## src/rtl/trap_csr_unit_pkg.sv

```systemverilog
// trap_csr_unit_pkg
//   Shared types and constants for the machine-mode CSR / trap unit:
//   CSR operation encoding, CSR address map, mstatus bit positions,
//   interrupt cause codes, and the read-modify-write helper.
package trap_csr_unit_pkg;

    typedef enum logic [1:0] {
        CSR_NONE = 2'd0,
        CSR_RW   = 2'd1,
        CSR_RS   = 2'd2,
        CSR_RC   = 2'd3
    } csr_op_t;

    // CSR address map
    localparam logic [11:0] CSR_MSTATUS   = 12'h300;
    localparam logic [11:0] CSR_MISA      = 12'h301;
    localparam logic [11:0] CSR_MIE       = 12'h304;
    localparam logic [11:0] CSR_MTVEC     = 12'h305;
    localparam logic [11:0] CSR_MSCRATCH  = 12'h340;
    localparam logic [11:0] CSR_MEPC      = 12'h341;
    localparam logic [11:0] CSR_MCAUSE    = 12'h342;
    localparam logic [11:0] CSR_MTVAL     = 12'h343;
    localparam logic [11:0] CSR_MIP       = 12'h344;
    localparam logic [11:0] CSR_MCYCLE    = 12'hB00;
    localparam logic [11:0] CSR_MINSTRET  = 12'hB02;
    localparam logic [11:0] CSR_MCYCLEH   = 12'hB80;
    localparam logic [11:0] CSR_MINSTRETH = 12'hB82;
    localparam logic [11:0] CSR_MHARTID   = 12'hF14;

    // mstatus bit positions (the only implemented bits)
    localparam int MSTATUS_MIE  = 3;
    localparam int MSTATUS_MPIE = 7;

    // Interrupt cause codes; also the bit positions in mie/mip
    localparam int IRQ_SW    = 3;
    localparam int IRQ_TIMER = 7;
    localparam int IRQ_EXT   = 11;

    // Writable bits of mie
    localparam logic [31:0] MIE_MASK = 32'h0000_0888;

    // Exception cause codes
    localparam logic [31:0] ILLEGAL_INST = 32'd2;

    // New CSR value for a read-modify-write operation.
    function automatic logic [31:0] csr_apply(csr_op_t op, logic [31:0] old_val,
                                              logic [31:0] operand);
        case (op)
            CSR_RW:  return operand;
            CSR_RS:  return old_val | operand;
            CSR_RC:  return old_val & ~operand;
            default: return old_val;
        endcase
    endfunction

endpackage

```

## src/rtl/trap_csr_unit_if.sv

```systemverilog
// trap_csr_unit_if
//   CSR access bus between the writeback stage (master) and the CSR file
//   (slave).
//   csr_valid/csr_addr/csr_op/csr_we/csr_wdata : request from writeback
//   csr_rdata   : old CSR value, combinational
//   csr_illegal : unknown address or write to a read-only CSR
interface trap_csr_unit_if;
    import trap_csr_unit_pkg::*;

    logic        csr_valid;
    logic [11:0] csr_addr;
    csr_op_t     csr_op;
    logic        csr_we;
    logic [31:0] csr_wdata;
    logic [31:0] csr_rdata;
    logic        csr_illegal;

    modport master (
        output csr_valid, csr_addr, csr_op, csr_we, csr_wdata,
        input  csr_rdata, csr_illegal
    );

    modport slave (
        input  csr_valid, csr_addr, csr_op, csr_we, csr_wdata,
        output csr_rdata, csr_illegal
    );

endinterface

```

## src/rtl/trap_csr_unit_counter64.sv

```systemverilog
// csr_counter64
//   64-bit performance counter with independently writable 32-bit halves.
//   clk, rst : clock, asynchronous active-high reset
//   inc      : advance the counter by one this cycle
//   wr_lo    : replace bits [31:0] with wdata
//   wr_hi    : replace bits [63:32] with wdata
//   wdata    : write data for either half
//   value    : current 64-bit count
//   A write to either half suppresses the increment of the whole counter
//   for that cycle, so software sees exactly the value it wrote.
module csr_counter64 (
    input  logic        clk,
    input  logic        rst,
    input  logic        inc,
    input  logic        wr_lo,
    input  logic        wr_hi,
    input  logic [31:0] wdata,
    output logic [63:0] value
);

    // NOTE: sequential state uses non-blocking assignments so every flop
    // samples the pre-edge values regardless of process ordering.
    always_ff @(posedge clk or posedge rst) begin
        if (rst) begin
            value <= '0;
        end else if (wr_lo || wr_hi) begin
            if (wr_lo) value[31:0]  <= wdata;
            if (wr_hi) value[63:32] <= wdata;
        end else if (inc) begin
            value <= value + 64'd1;  // all-ones wraps to zero naturally
        end
    end

endmodule

```

## src/rtl/trap_csr_unit.sv

```systemverilog
// trap_csr_unit
//   Machine-mode CSR file and trap state holder.
//   clk, rst            : clock, asynchronous active-high reset
//   csr                 : CSR access bus (slave side)
//   exception, exception_pc/cause/tval, is_interrupt : trap entry request
//   mret, return_pc     : trap return; return_pc always shows mepc
//   retire              : one instruction retired (minstret)
//   irq_sw/timer/ext    : level interrupt lines, registered into mip
//   interrupt_req/cause : highest-priority enabled pending interrupt
//   mtvec_base/mode     : trap vector fields for the trap-target logic
module trap_csr_unit
    import trap_csr_unit_pkg::*;
#(
    parameter logic [31:0] RESET_MTVEC = 32'h0000_0000,
    parameter logic [31:0] MISA_VAL    = 32'h4000_0100
) (
    input  logic                  clk,
    input  logic                  rst,
    trap_csr_unit_if.slave        csr,
    input  logic                  exception,
    input  logic [31:0]           exception_pc,
    input  logic [31:0]           exception_cause,
    input  logic [31:0]           exception_tval,
    input  logic                  is_interrupt,
    input  logic                  mret,
    output logic [31:0]           return_pc,
    input  logic                  retire,
    input  logic                  irq_sw,
    input  logic                  irq_timer,
    input  logic                  irq_ext,
    output logic                  interrupt_req,
    output logic [31:0]           interrupt_cause,
    output logic [31:0]           mtvec_base,
    output logic [1:0]            mtvec_mode
);

    // Architectural state
    logic        mstatus_mie;
    logic        mstatus_mpie;
    logic [31:0] mie_q;
    logic [31:0] mtvec_q;
    logic [31:0] mscratch_q;
    logic [31:0] mepc_q;
    logic [31:0] mcause_q;
    logic [31:0] mtval_q;
    logic [2:0]  irq_q;        // {ext, timer, sw} as sampled last cycle
    logic [63:0] mcycle;
    logic [63:0] minstret;

    logic [31:0] mip;
    logic [31:0] rdata;
    logic        known;
    logic        wr_en;
    logic [31:0] wval;

    // Bit 31 of the incoming cause is replaced by is_interrupt.
    logic unused_cause_msb;
    assign unused_cause_msb = exception_cause[31];

    always_comb begin
        mip            = '0;
        mip[IRQ_SW]    = irq_q[0];
        mip[IRQ_TIMER] = irq_q[1];
        mip[IRQ_EXT]   = irq_q[2];
    end

    // NOTE: every always_comb output gets a default first so no path
    // through the case leaves a value unassigned and infers a latch.
    always_comb begin
        rdata = '0;
        known = 1'b1;
        case (csr.csr_addr)
            CSR_MSTATUS: begin
                rdata[MSTATUS_MIE]  = mstatus_mie;
                rdata[MSTATUS_MPIE] = mstatus_mpie;
            end
            CSR_MISA:      rdata = MISA_VAL;
            CSR_MIE:       rdata = mie_q;
            CSR_MTVEC:     rdata = mtvec_q;
            CSR_MSCRATCH:  rdata = mscratch_q;
            CSR_MEPC:      rdata = mepc_q;
            CSR_MCAUSE:    rdata = mcause_q;
            CSR_MTVAL:     rdata = mtval_q;
            CSR_MIP:       rdata = mip;
            CSR_MCYCLE:    rdata = mcycle[31:0];
            CSR_MINSTRET:  rdata = minstret[31:0];
            CSR_MCYCLEH:   rdata = mcycle[63:32];
            CSR_MINSTRETH: rdata = minstret[63:32];
            CSR_MHARTID:   rdata = '0;
            default:       known = 1'b0;
        endcase
    end

    assign csr.csr_rdata   = rdata;
    assign csr.csr_illegal = csr.csr_valid &
                             (~known | (csr.csr_we &
                              ((csr.csr_addr == CSR_MISA) ||
                               (csr.csr_addr == CSR_MHARTID))));

    assign wr_en = csr.csr_valid & csr.csr_we & ~csr.csr_illegal;
    assign wval  = csr_apply(csr.csr_op, rdata, csr.csr_wdata);

    // Priority for the trap-related registers: exception > mret > CSR write.
    always_ff @(posedge clk or posedge rst) begin
        if (rst) begin
            mstatus_mie  <= 1'b0;
            mstatus_mpie <= 1'b0;
            mie_q        <= '0;
            mtvec_q      <= RESET_MTVEC;
            mscratch_q   <= '0;
            mepc_q       <= '0;
            mcause_q     <= '0;
            mtval_q      <= '0;
            irq_q        <= '0;
        end else begin
            irq_q <= {irq_ext, irq_timer, irq_sw};

            if (exception) begin
                mepc_q       <= {exception_pc[31:2], 2'b00};
                mcause_q     <= {is_interrupt, exception_cause[30:0]};
                mtval_q      <= exception_tval;
                mstatus_mpie <= mstatus_mie;
                mstatus_mie  <= 1'b0;
            end else begin
                if (mret) begin
                    mstatus_mie  <= mstatus_mpie;
                    mstatus_mpie <= 1'b1;
                end else if (wr_en && csr.csr_addr == CSR_MSTATUS) begin
                    mstatus_mie  <= wval[MSTATUS_MIE];
                    mstatus_mpie <= wval[MSTATUS_MPIE];
                end
                if (wr_en && csr.csr_addr == CSR_MEPC)   mepc_q   <= {wval[31:2], 2'b00};
                if (wr_en && csr.csr_addr == CSR_MCAUSE) mcause_q <= wval;
                if (wr_en && csr.csr_addr == CSR_MTVAL)  mtval_q  <= wval;
            end

            if (wr_en && csr.csr_addr == CSR_MIE)      mie_q      <= wval & MIE_MASK;
            if (wr_en && csr.csr_addr == CSR_MSCRATCH) mscratch_q <= wval;
            // Reserved vector modes (2, 3) fall back to direct mode.
            if (wr_en && csr.csr_addr == CSR_MTVEC)
                mtvec_q <= {wval[31:2], wval[1] ? 2'b00 : wval[1:0]};
        end
    end

    csr_counter64 u_mcycle (
        .clk   (clk),
        .rst   (rst),
        .inc   (1'b1),
        .wr_lo (wr_en && csr.csr_addr == CSR_MCYCLE),
        .wr_hi (wr_en && csr.csr_addr == CSR_MCYCLEH),
        .wdata (wval),
        .value (mcycle)
    );

    csr_counter64 u_minstret (
        .clk   (clk),
        .rst   (rst),
        .inc   (retire),
        .wr_lo (wr_en && csr.csr_addr == CSR_MINSTRET),
        .wr_hi (wr_en && csr.csr_addr == CSR_MINSTRETH),
        .wdata (wval),
        .value (minstret)
    );

    // Interrupt selection: ext > sw > timer.
    logic [31:0] pend;
    assign pend = mie_q & mip;

    always_comb begin
        interrupt_req   = 1'b0;
        interrupt_cause = '0;
        if (mstatus_mie) begin
            if (pend[IRQ_EXT]) begin
                interrupt_req   = 1'b1;
                interrupt_cause = {1'b1, 31'(IRQ_EXT)};
            end else if (pend[IRQ_SW]) begin
                interrupt_req   = 1'b1;
                interrupt_cause = {1'b1, 31'(IRQ_SW)};
            end else if (pend[IRQ_TIMER]) begin
                interrupt_req   = 1'b1;
                interrupt_cause = {1'b1, 31'(IRQ_TIMER)};
            end
        end
    end

    assign return_pc  = mepc_q;
    assign mtvec_base = {mtvec_q[31:2], 2'b00};
    assign mtvec_mode = mtvec_q[1:0];

endmodule
```

## src/flat_wrapper.sv

```systemverilog
// flat-port wrapper written by rule: the top's interface ports become plain ports
module trap_csr_unit_flat import trap_csr_unit_pkg::*;
#(
    parameter logic [31:0] RESET_MTVEC = 32'h0000_0000,
    parameter logic [31:0] MISA_VAL    = 32'h4000_0100
)
  (clk, rst, exception, exception_pc, exception_cause, exception_tval, is_interrupt, mret, return_pc, retire, irq_sw, irq_timer, irq_ext, interrupt_req, interrupt_cause, mtvec_base, mtvec_mode, csr_csr_valid, csr_csr_addr, csr_csr_op, csr_csr_we, csr_csr_wdata, csr_csr_rdata, csr_csr_illegal);
  trap_csr_unit_if csr_i ();
  input  logic clk;
  input  logic rst;
  input  logic exception;
  input  logic [31:0] exception_pc;
  input  logic [31:0] exception_cause;
  input  logic [31:0] exception_tval;
  input  logic is_interrupt;
  input  logic mret;
  output logic [31:0] return_pc;
  input  logic retire;
  input  logic irq_sw;
  input  logic irq_timer;
  input  logic irq_ext;
  output logic interrupt_req;
  output logic [31:0] interrupt_cause;
  output logic [31:0] mtvec_base;
  output logic [1:0] mtvec_mode;
  input wire logic [$bits(csr_i.csr_valid)-1:0] csr_csr_valid;
  input wire logic [$bits(csr_i.csr_addr)-1:0] csr_csr_addr;
  input wire logic [$bits(csr_i.csr_op)-1:0] csr_csr_op;
  input wire logic [$bits(csr_i.csr_we)-1:0] csr_csr_we;
  input wire logic [$bits(csr_i.csr_wdata)-1:0] csr_csr_wdata;
  output wire logic [$bits(csr_i.csr_rdata)-1:0] csr_csr_rdata;
  output wire logic [$bits(csr_i.csr_illegal)-1:0] csr_csr_illegal;
  assign csr_i.csr_valid = csr_csr_valid;
  assign csr_i.csr_addr = csr_csr_addr;
  assign csr_i.csr_op = csr_csr_op;
  assign csr_i.csr_we = csr_csr_we;
  assign csr_i.csr_wdata = csr_csr_wdata;
  assign csr_csr_rdata = csr_i.csr_rdata;
  assign csr_csr_illegal = csr_i.csr_illegal;
  trap_csr_unit #(.RESET_MTVEC(RESET_MTVEC), .MISA_VAL(MISA_VAL)) u_core (.clk(clk), .rst(rst), .csr(csr_i), .exception(exception), .exception_pc(exception_pc), .exception_cause(exception_cause), .exception_tval(exception_tval), .is_interrupt(is_interrupt), .mret(mret), .return_pc(return_pc), .retire(retire), .irq_sw(irq_sw), .irq_timer(irq_timer), .irq_ext(irq_ext), .interrupt_req(interrupt_req), .interrupt_cause(interrupt_cause), .mtvec_base(mtvec_base), .mtvec_mode(mtvec_mode));
endmodule
```

## config.mk

```make
export PLATFORM = sky130hd
export DESIGN_NAME = trap_csr_unit_flat
export DESIGN_NICKNAME = d
export VERILOG_FILES = /design/src/rtl/trap_csr_unit_pkg.sv /design/src/rtl/trap_csr_unit_if.sv /design/src/rtl/trap_csr_unit_counter64.sv /design/src/rtl/trap_csr_unit.sv /design/src/flat_wrapper.sv
export SDC_FILE = /design/constraint.sdc
export NUM_CORES = 1
export LEC_CHECK = 0
export CAP_MARGIN = 20
export CORE_MARGIN = 3
export CORE_UTILIZATION = 40
export CTS_CLUSTER_SIZE = 16
export DETAILED_ROUTE_END_ITERATION = 10
export SLEW_MARGIN = 20
export SYNTH_ARGS = -nofsm -noshare
export SYNTH_HDL_FRONTEND = slang
export SYNTH_HIERARCHICAL = 1
export SYNTH_SLANG_ARGS = --single-unit
export TNS_END_PERCENT = 20
```

## constraint.sdc

```tcl
create_clock -name clk -period 18.7 [get_ports clk]
set_input_delay 5.61 -clock clk [delete_from_list [all_inputs] [get_ports clk]]
set_output_delay 5.61 -clock clk [all_outputs]
set_load 0.02 [all_outputs]
```

==> Yosys cells after proc, flatten, opt, wreduce, memory -nomap -nowiden <==
Cells that the tools add are included.
{ "classes": {"eq_ne": 21, "bitwise": 11, "n_reduce_logical": 22, "muxes": 35, "add_sub_neg": 2} }
{ "ops": {"columns": ["cell", "count"], "rows": [
  ["two-way mux 32 bit", 14],
  ["case mux 24 bit (12 select lines)", 1],
  ["two-way mux 64 bit", 3],
  ["adder 64 x 1 -> 64 bit, second input constant", 2],
  ["equality test 12 x 10 -> 1 bit, second input constant", 9],
  ["case mux 32 bit (3 select lines)", 1],
  ["equality test 12 bit, second input constant", 5],
  ["case mux 3 bit (9 select lines)", 2],
  ["AND 32 bit", 1],
  ["inverter 32 bit", 1],
  ["bitwise OR 32 bit", 1],
  ["case mux 1 bit (12 select lines)", 2],
  ["OR reduction 14 bit", 1],
  ["AND 12 bit", 1],
  ["two-way mux 1 bit", 12],
  ["logical AND 1 bit", 11],
  ["inequality test 2 bit, second input constant", 4],
  ["nonzero test 2 bit", 4],
  ["AND 1 bit", 4],
  ["equality test 2 bit, second input constant", 2],
  ["AND reduction 2 bit", 2],
  ["logical OR 1 bit", 3],
  ["nonzero test 3 bit", 1],
  ["equality test 2 x 1 -> 1 bit, second input constant", 1],
  ["2 further kinds", 3]
]} }
{ "totals": {"inputBits": 153, "regBits": 296, "word_cells": 104, "output_inout_bits": 132} }

==> Logic depth before layout (Yosys ltp) <==
Gate-level depths: netlist (run 1).
{ "logic_depth": {"word_depth": 12, "depth_mapped": 15, "mapped_depth_nobuf": 11} }

==> By module <==
Netlist (run 1), hierarchy kept.
{ "modules_own_cells": {"columns": ["module", "instances", "seq_area_each_um2", "area_per_inst_um2", "cells_per_inst"], "rows": [
  ["trap_csr_unit", 1, 4129.0, 11432.2, 1307],
  ["csr_counter64 at u_core.u_mcycle", 1, 1601.5, 4314.1, 516],
  ["csr_counter64 at u_core.u_minstret", 1, 1601.5, 4242.8, 523]
]} }

==> Least setup slack after synthesis (run 1) <==
Ideal clock, no wire load.
{ "synth_path": {"kind": "input-to-output", "from": "input csr_csr_addr[0]", "to": "output csr_csr_rdata[26]", "path_slack_ns": 5.810, "required_ns": 13.090, "stages": 7, "n_path_buf": 4, "arrival_time_ns": 7.280, "cell_sequence": "buf_6 > buf_2 > nor4b_4 > buf_2 > buf_2 > a222oi_1 > o2111ai_1"} }
{ "synth_via": {"elab_chain_cells": 2, "elab_cells_between_ends": 13, "cone_classes": "eq/ne (12); mux (1)"} }
{ "synth_lines": {"columns": ["item", "line", "rtl"], "rows": [
  ["from (decl)", "flat_wrapper.sv:27", "input wire logic [$bits(csr_i.csr_addr)-1:0] csr_csr_addr;"],
  ["equality test 12 bit / equality test 12 x 10 -> 1 bit (equally long branches)", "trap_csr_unit.sv:72", "case (csr.csr_addr)"],
  ["case mux 24 bit (12 select lines) *", "trap_csr_unit.sv:72", null],
  ["to (decl)", "flat_wrapper.sv:31", "output wire logic [$bits(csr_i.csr_rdata)-1:0] csr_csr_rdata;"]
]} }
Every way passes the cells marked *; elsewhere a longest branch is shown, timed or not.

==> Worst setup path after layout (run 1) <==
{ "layout_path": {"from": "input csr_csr_addr[3]", "to": "output csr_csr_rdata[24]"} }
The elaborated chain is that of the path after synthesis.

==> run_results.csv, run 1 <==
group,metric,value,unit
outcome,status,"finished clean",
critical_path,startpoint_type,"primary input",
power_and_ir_drop,power_frac_seq,41.1,%
critical_path,crit_fanout,17,
global_route,grt_antenna_before_repair,3,
detailed_routing,detail-route-antenna-nets,0,
floorplan,ios,285,
detailed_routing,vias_per_cell,6.79,
floorplan,die-width,230,um
synth,ys.flop_type,"dfrtp_1",
critical_path,critPathRequiredTime,13.09,ns
critical_path,reg2reg_depth,7,
sta,tightestPinTransition,1.18,ns
clock_tree,htree_levels,2,
floorplan,start_util,40.7,%
floorplan,num_rows,81,
critical_path,worstSetupEndpointType,"primary output",
clock_tree,clkLatencyLatePin,0.57,ns
power_and_ir_drop,irDropWorstVdd,0.0516,mV
sta,finClkSkew,0.0188,ns
critical_path,reg2reg_to,"u_core/u_mcycle/value[63]",
clock_tree,path_clk_slew,0.06,ns
sta,slew_headroom,21.3,%
power_and_ir_drop,p_int,1240,uW
placement,placed_area,0.0228,sq mm
power_and_ir_drop,swShare,31.2,%
clock_tree,cts_resized,0,
clock_tree,cts_buffers,37,
floorplan,design.core.area,0.0492,sq mm
synth,ys_types,107,
clock_tree,cts.sinks,293,
synth,yosys_warnings,6,
synth,ys_ff_latch,293,
sta,fin_crit_sh,81.9,%
global_route,grt_max_degree,91,
clock_tree,root_buffer,"clkbuf_16",
sta,setup-tns-final,0,ns
synth,synth-seq-area-share,36.7,%
synth,syn_avg_cell_area,8.52,sq um
synth,syn-cell-area,0.0200,sq mm
floorplan,die_area,0.0527,sq mm
critical_path,reg2reg_slack,14.89,ns
sta,fin_crit,15.32,ns
global_route,grt_pass1_vias,20100,
clock_tree,cts_tree,"done",
cells_and_area,nNetsFinal,2663,
power_and_ir_drop,p_clk_share,42.9,%
sta,setup_viol,0,
critical_path,endpoint,"csr_csr_rdata[24]",
placement,hpwl,75900,um
placement,portBuffers,249,
power_and_ir_drop,combPwrFrac,16.0,%
global_route,track_usage,38.0,%
critical_path,arrival,9.71,ns
detailed_routing,routed_wl,104000,um
global_route,grt.overflow.total,0,
clock_tree,post_cts_buffers,0,
detailed_routing,routedWlPerCell,32.3,um
detailed_routing,num_vias,21800,
synth,synth_edf_count,0,
cells_and_area,syn2layout_area_growth,20.4,%
sta,hold_viol,0,
min_path,hold_path.class,"flop to flop",
power_and_ir_drop,switching_power,563,uW
clock_tree,cts_buffer_depth,3,
sta,fmax,65.3,MHz
detailed_routing,drt_first_pass_iters,6,
synth,syn_inst,2346,
synth,synth-async-reset-ratio,100,%
detailed_routing,dr.first_iter.drc_count,3402,
placement,routabilityCongestion,1.05,
critical_path,startpoint,"csr_csr_addr[3]",
cells_and_area,layout-drive-gt1-share,8.87,%
critical_path,reg2reg_from,"u_core/mtval_q[31]",
cells_and_area,stdcell_area,0.0241,sq mm
run,drv_cap,0,
clock_tree,cts_hold_buffers,0,
critical_path,path_class,"primary input to primary output",
power_and_ir_drop,cellLeakagePower,0.00943,uW
sta,slew_viol_final,0,
floorplan,die_y,230,um
detailed_routing,drc,0,
power_and_ir_drop,power.density,74.9,mW/mm^2
sta,rsz0062_at_grt,"false",
global_route,grt_pass1_wl,148000,um
how the worst min path moves through the flow:
stage	from	to	cells after the start
after floorplan	u_core/mscratch_q[11]	u_core/mscratch_q[11]	2
after global placement	u_core/mscratch_q[13]	u_core/mscratch_q[13]	2
after detailed placement	u_core/mscratch_q[17]	u_core/mscratch_q[17]	2
after CTS	u_core/mscratch_q[17]	u_core/mscratch_q[17]	2
after global routing	u_core/mscratch_q[17]	u_core/mscratch_q[17]	2
final	u_core/mscratch_q[15]	u_core/mscratch_q[15]	2
cells in the final DEF (no fill, tap or decap), drive strengths merged, types with 12 or more instances in the layout:
cell,Yosys,final
mux2i,31,31
a22oi,77,77
nand2,305,305
a21oi,97,97
o31ai,14,14
a222oi,17,17
a21o,17,17
and3,40,40
and2,30,30
nor4,56,56
xnor2,48,48
or4,21,21
o21ai,220,220
nand2b,17,17
nor2,108,108
a22o,25,25
a31oi,35,35
nand4,94,94
mux2,22,22
o2bb2ai,12,12
o211ai,18,18
buf,116,52
inv,52,53
a221oi,15,15
dfrtp,293,293
or3,19,19
a211oi,17,17
nor2b,18,18
nor3,66,66
nor3b,32,32
conb,2,37
xor2,17,17
o22ai,13,13
and4,33,33
clkdlybuf4s50,0,244
clkbuf,92,52
nand3,93,93
critical path: stages:
cell             delay [ns]
clkdlybuf4s50_1        0.78
or4_1                  1.09
nor3_4                 0.74
a22oi_1                0.36
o211ai_1               0.21
a211o_1                0.25
clkdlybuf4s50_1        0.66
synth_stat cells (8+ instances only):
cell type / instances / area share, %
a221oi_1: 9 / 0.39
a21oi_1: 96 / 2.4
nand2_1: 303 / 5.7
or2_2: 9 / 0.28
or4_1: 16 / 0.60
dfrtp_1: 293 / 37
buf_2: 48 / 1.2
and4_1: 32 / 1.4
and3_1: 39 / 1.2
a22o_1: 25 / 1.1
or3_1: 19 / 0.59
nand3_1: 88 / 2.2
nor3b_1: 31 / 1.2
nor3_4: 8 / 0.65
o22ai_1: 13 / 0.41
nand4_1: 89 / 2.8
clkbuf_1: 91 / 1.7
buf_4: 48 / 1.8
o22a_1: 11 / 0.48
a211oi_1: 17 / 0.64
a222oi_1: 17 / 0.85
mux2i_1: 31 / 1.6
a21o_1: 17 / 0.64
a32oi_1: 9 / 0.39
o31ai_1: 14 / 0.53
o2bb2ai_1: 12 / 0.53
o2111ai_1: 8 / 0.35
xnor2_1: 48 / 2.1
o211ai_1: 18 / 0.68
a41oi_1: 8 / 0.35
inv_1: 52 / 0.98
and2_1: 30 / 0.94
nor4_1: 47 / 1.5
o21ai_0: 186 / 4.7
nor2_1: 107 / 2.0
a31oi_1: 35 / 1.1
o21ai_1: 34 / 0.85
buf_1: 13 / 0.24
a22oi_1: 77 / 2.9
nor3_1: 51 / 1.3
nor2b_1: 18 / 0.56
nand2b_1: 17 / 0.53
mux2_2: 21 / 1.2
xor2_1: 17 / 0.74
metrics by stage:
step                      setup WS [ns]  hold WS, ns  power (uW)  instances  utilization [%]
after floorplan                    5.81        0.445         885       2381                -
after global placement             3.56        0.462        1020       3132             46.3
after detailed placement           3.53        0.470        1030       3133             46.3
after CTS                          3.54        0.483        1800       3201             49.0
after global routing               3.42        0.515        1860       3201             49.0
final                              3.38        0.482        1800       3202             49.0
state kept, by name (all words and copies together) (netlist names):
name	cells
u_core/return_pc	30
u_core/mscratch_q	32
u_core/mie_q	3
u_core/mcause_q	32
u_core/mstatus_mie	1
u_core/mstatus_mpie	1
u_core/u_minstret/value	64
u_core/u_mcycle/value	64
u_core/mtvec_q	31
u_core/irq_q	3
u_core/mtval_q	32
cell families after synthesis:
group                    after synthesis  share of synthesized area [%]
flip-flops                           293                           36.7
AND/OR/NAND/NOR                      975                           27.5
AO/OA/AOI/OAI                        693                           23.4
XOR/XNOR                              65                           2.85
multiplexers                          55                           3.02
adder cells (fa/ha/maj)                2                          0.125
buffers and inverters                261                           6.37
other                                  2                         0.0376
layout make-up:
cell class,count,area (sq um)
well taps,664,831
flip-flops and latches,293,7330
clock inverters,16,219
multi-input cells,1827,11600
fillers,4846,25100
clock buffers,52,1070
inverters,53,204
diodes,1,2.50
repair buffers,296,2820
per-layer routing:
layer	share of wire, %	GRT usage (%)	vias to the layer above
li1	-	-	9145
met1	40	52.7	10700
met2	42	55.2	1572
met3	12	9.56	300
met4	6.1	18.5	4
met5	0.025	0	-
power by group through the flow:
stage | Clock [uW] | Combinational (uW) | Sequential, uW
after floorplan | 0 | 162 | 723
after CTS | 783 | 280 | 735
after global routing | 808 | 305 | 743
after global placement | 0 | 275 | 745
final | 774 | 288 | 740
after detailed placement | 0 | 279 | 746
Power figures use the tool's default switching activity.
==> inputs of run 2 (changes only) <==
clock period = 13.4 ns   (was 18.7 ns; I/O delays follow)
==> run_results.csv, run 2 (synthesized netlist as in run 1, its figures left out) <==
group,metric,value,unit
critical_path,crit_fanout,16,
cells_and_area,multi_input_area,0.0116,sq mm
cells_and_area,nNetsFinal,2675,
cells_and_area,layout-drive-gt1-share,9.19,%
clock_tree,cts_buffer_depth,3,
critical_path,critPathRequiredTime,9.38,ns
clock_tree,cts_hold_buffers,0,
cells_and_area,layout_common_cells,"nand2_1, dfrtp_1, clkdlybuf4s50_1, o21ai_0, nor2_1",
global_route,grt_max_degree,92,
detailed_routing,drt_first_pass_iters,8,
critical_path,reg2reg_depth,8,
critical_path,arrival,7.93,ns
run,drv_cap,0,
clock_tree,post_cts_buffers,0,
cells_and_area,fillers,4834,
floorplan,die_y,230,um
clock_tree,cts_tree,"done",
clock_tree,htree_levels,2,
power_and_ir_drop,cellLeakagePower,0.00945,uW
critical_path,worstSetupEndpointType,"primary output",
sta,setup-tns-final,0,ns
min_path,hold_path.class,"flop to flop",
floorplan,ios,285,
global_route,grt.overflow.total,0,
placement,routabilityCongestion,1.04,
min_path,hold_depth,2,
critical_path,path_buf_inv,3,
cells_and_area,final_common_cell,"nand2_1",
clock_tree,cts.sinks,293,
detailed_routing,dr.first_iter.drc_count,3170,
global_route,track_usage,38.4,%
global_route,grt_pass1_vias,19900,
clock_tree,cts_resized,0,
critical_path,path_common_cell,"clkdlybuf4s50_1",
placement,hpwl,77600,um
sta,setup_viol,0,
clock_tree,path_clk_slew,0.06,ns
detailed_routing,routedWlPerCell,32.6,um
critical_path,path_delay_family,"simple AND/OR/NAND/NOR gates",
outcome,status,"finished clean",
sta,slew_viol_final,0,
power_and_ir_drop,irDropWorstVdd,0.0704,mV
sta,holdWs,0.482,ns
clock_tree,root_buffer,"clkbuf_16",
sta,tightestPinTransition,1.09,ns
sta,finClkSkew,0.0248,ns
sta,hold_viol,0,
critical_path,crit_slowest_cell,"or4b_1",
critical_path,startpoint_type,"primary input",
placement,portBuffers,249,
critical_path,path_class,"primary input to primary output",
cells_and_area,syn2layout_area_growth,20.4,%
detailed_routing,routed_wl,105000,um
floorplan,start_util,40.7,%
detailed_routing,vias_per_cell,6.73,
global_route,grt_pass1_wl,149000,um
floorplan,design.core.area,0.0492,sq mm
floorplan,die_area,0.0527,sq mm
critical_path,crit_chain,"clkdlybuf4s50_1 > or4b_1 > nor3_2 > buf_4 > a222oi_1 > nand4_1 > clkdlybuf4s50_1",
cells_and_area,reg.largest.list,"u_core/u_mcycle/value x64, u_core/u_minstret/value x64",
clock_tree,cts_buffers,36,
detailed_routing,drc,0,
clock_tree,clkLatencyLatePin,0.57,ns
detailed_routing,num_vias,21600,
critical_path,cp.depth,7,
sta,fin_crit,11.95,ns
global_route,grt_antenna_before_repair,3,
sta,rsz0062_at_grt,"false",
critical_path,critPathMaxStageDelay,0.91,ns
detailed_routing,detail-route-antenna-nets,0,
sta,fin_crit_sh,89.2,%
sta,fmax,83.7,MHz
floorplan,die-width,230,um
cells_and_area,ff_latch_area,0.00733,sq mm
power_and_ir_drop,power.density,102,mW/mm^2
sta,slew_headroom,27.1,%
floorplan,num_rows,81,
[run 2: path summary, 6_finish.rpt]
path | from | endpoint | slack, ns
setup / recovery | csr_csr_addr[3] | csr_csr_rdata[29] | 1.45
hold / removal | u_core/mscratch_q[29] | u_core/mscratch_q[29] | 0.48
setup reg to reg | u_core/mtval_q[31] | u_core/u_minstret/value[31] | 9.46
hold reg to reg | u_core/mscratch_q[29] | u_core/mscratch_q[29] | 0.48
max in group asynchronous | rst | u_core/return_pc[20] | 7.36
min in group asynchronous | rst | u_core/mtvec_q[12] | 3.89
[run 2: where the power goes]
part	total, uW	switching [uW]	internal, uW
clock network	1010	432	577
registers	1030	93.9	939
logic	406	254	152
total	2450	779	1670
[run 2: through the flow]
| stage | utilization, % | instance area (sq um) | cells | setup WS, ns | power (uW) |
|---|---|---|---|---|---|
| floorplan | - | 20100 | 2381 | 3.69 | 1230 |
| global placement | 46.5 | 22900 | 3144 | 1.57 | 1430 |
| detailed placement | 46.5 | 22900 | 3145 | 1.54 | 1440 |
| CTS | 48.9 | 24100 | 3209 | 1.52 | 2440 |
| global route | 49.0 | 24100 | 3211 | 1.46 | 2520 |
| finish | 49.0 | 24100 | 3214 | 1.45 | 2450 |
[run 2: worst reg2reg max path, delay by kind of cell (launching register included)]
kind / cells / cell delay [ns]
buffers and inverters: 1 / 0.40
AO/OA/AOI/OAI: 5 / 2.27
AND/OR/NAND/NOR: 1 / 0.41
multiplexers: 1 / 0.30
flip-flops: 1 / 0.37
[run 2: per-layer routing]
metal / track usage, % / vias up / routed length, um
met1: 53.0 / 10600 / 42100
met3: 9.28 / 280 / 12600
met2: 56.4 / 1623 / 44200
met4: 18.7 / 0 / 6060
met5: 0 / - / 0
li1: - / 9155 / -
[run 2: final cells by class]
| type | instances | area share, % |
|---|---|---|
| antenna | 4 | 0.0416 |
| clock inverter | 13 | 0.452 |
| multi-input combinational | 1827 | 48.1 |
| sequential | 293 | 30.5 |
| tap | 664 | 3.45 |
| inverter | 53 | 0.847 |
| clock buffer | 51 | 4.44 |
| timing repair buffer | 309 | 12.2 |
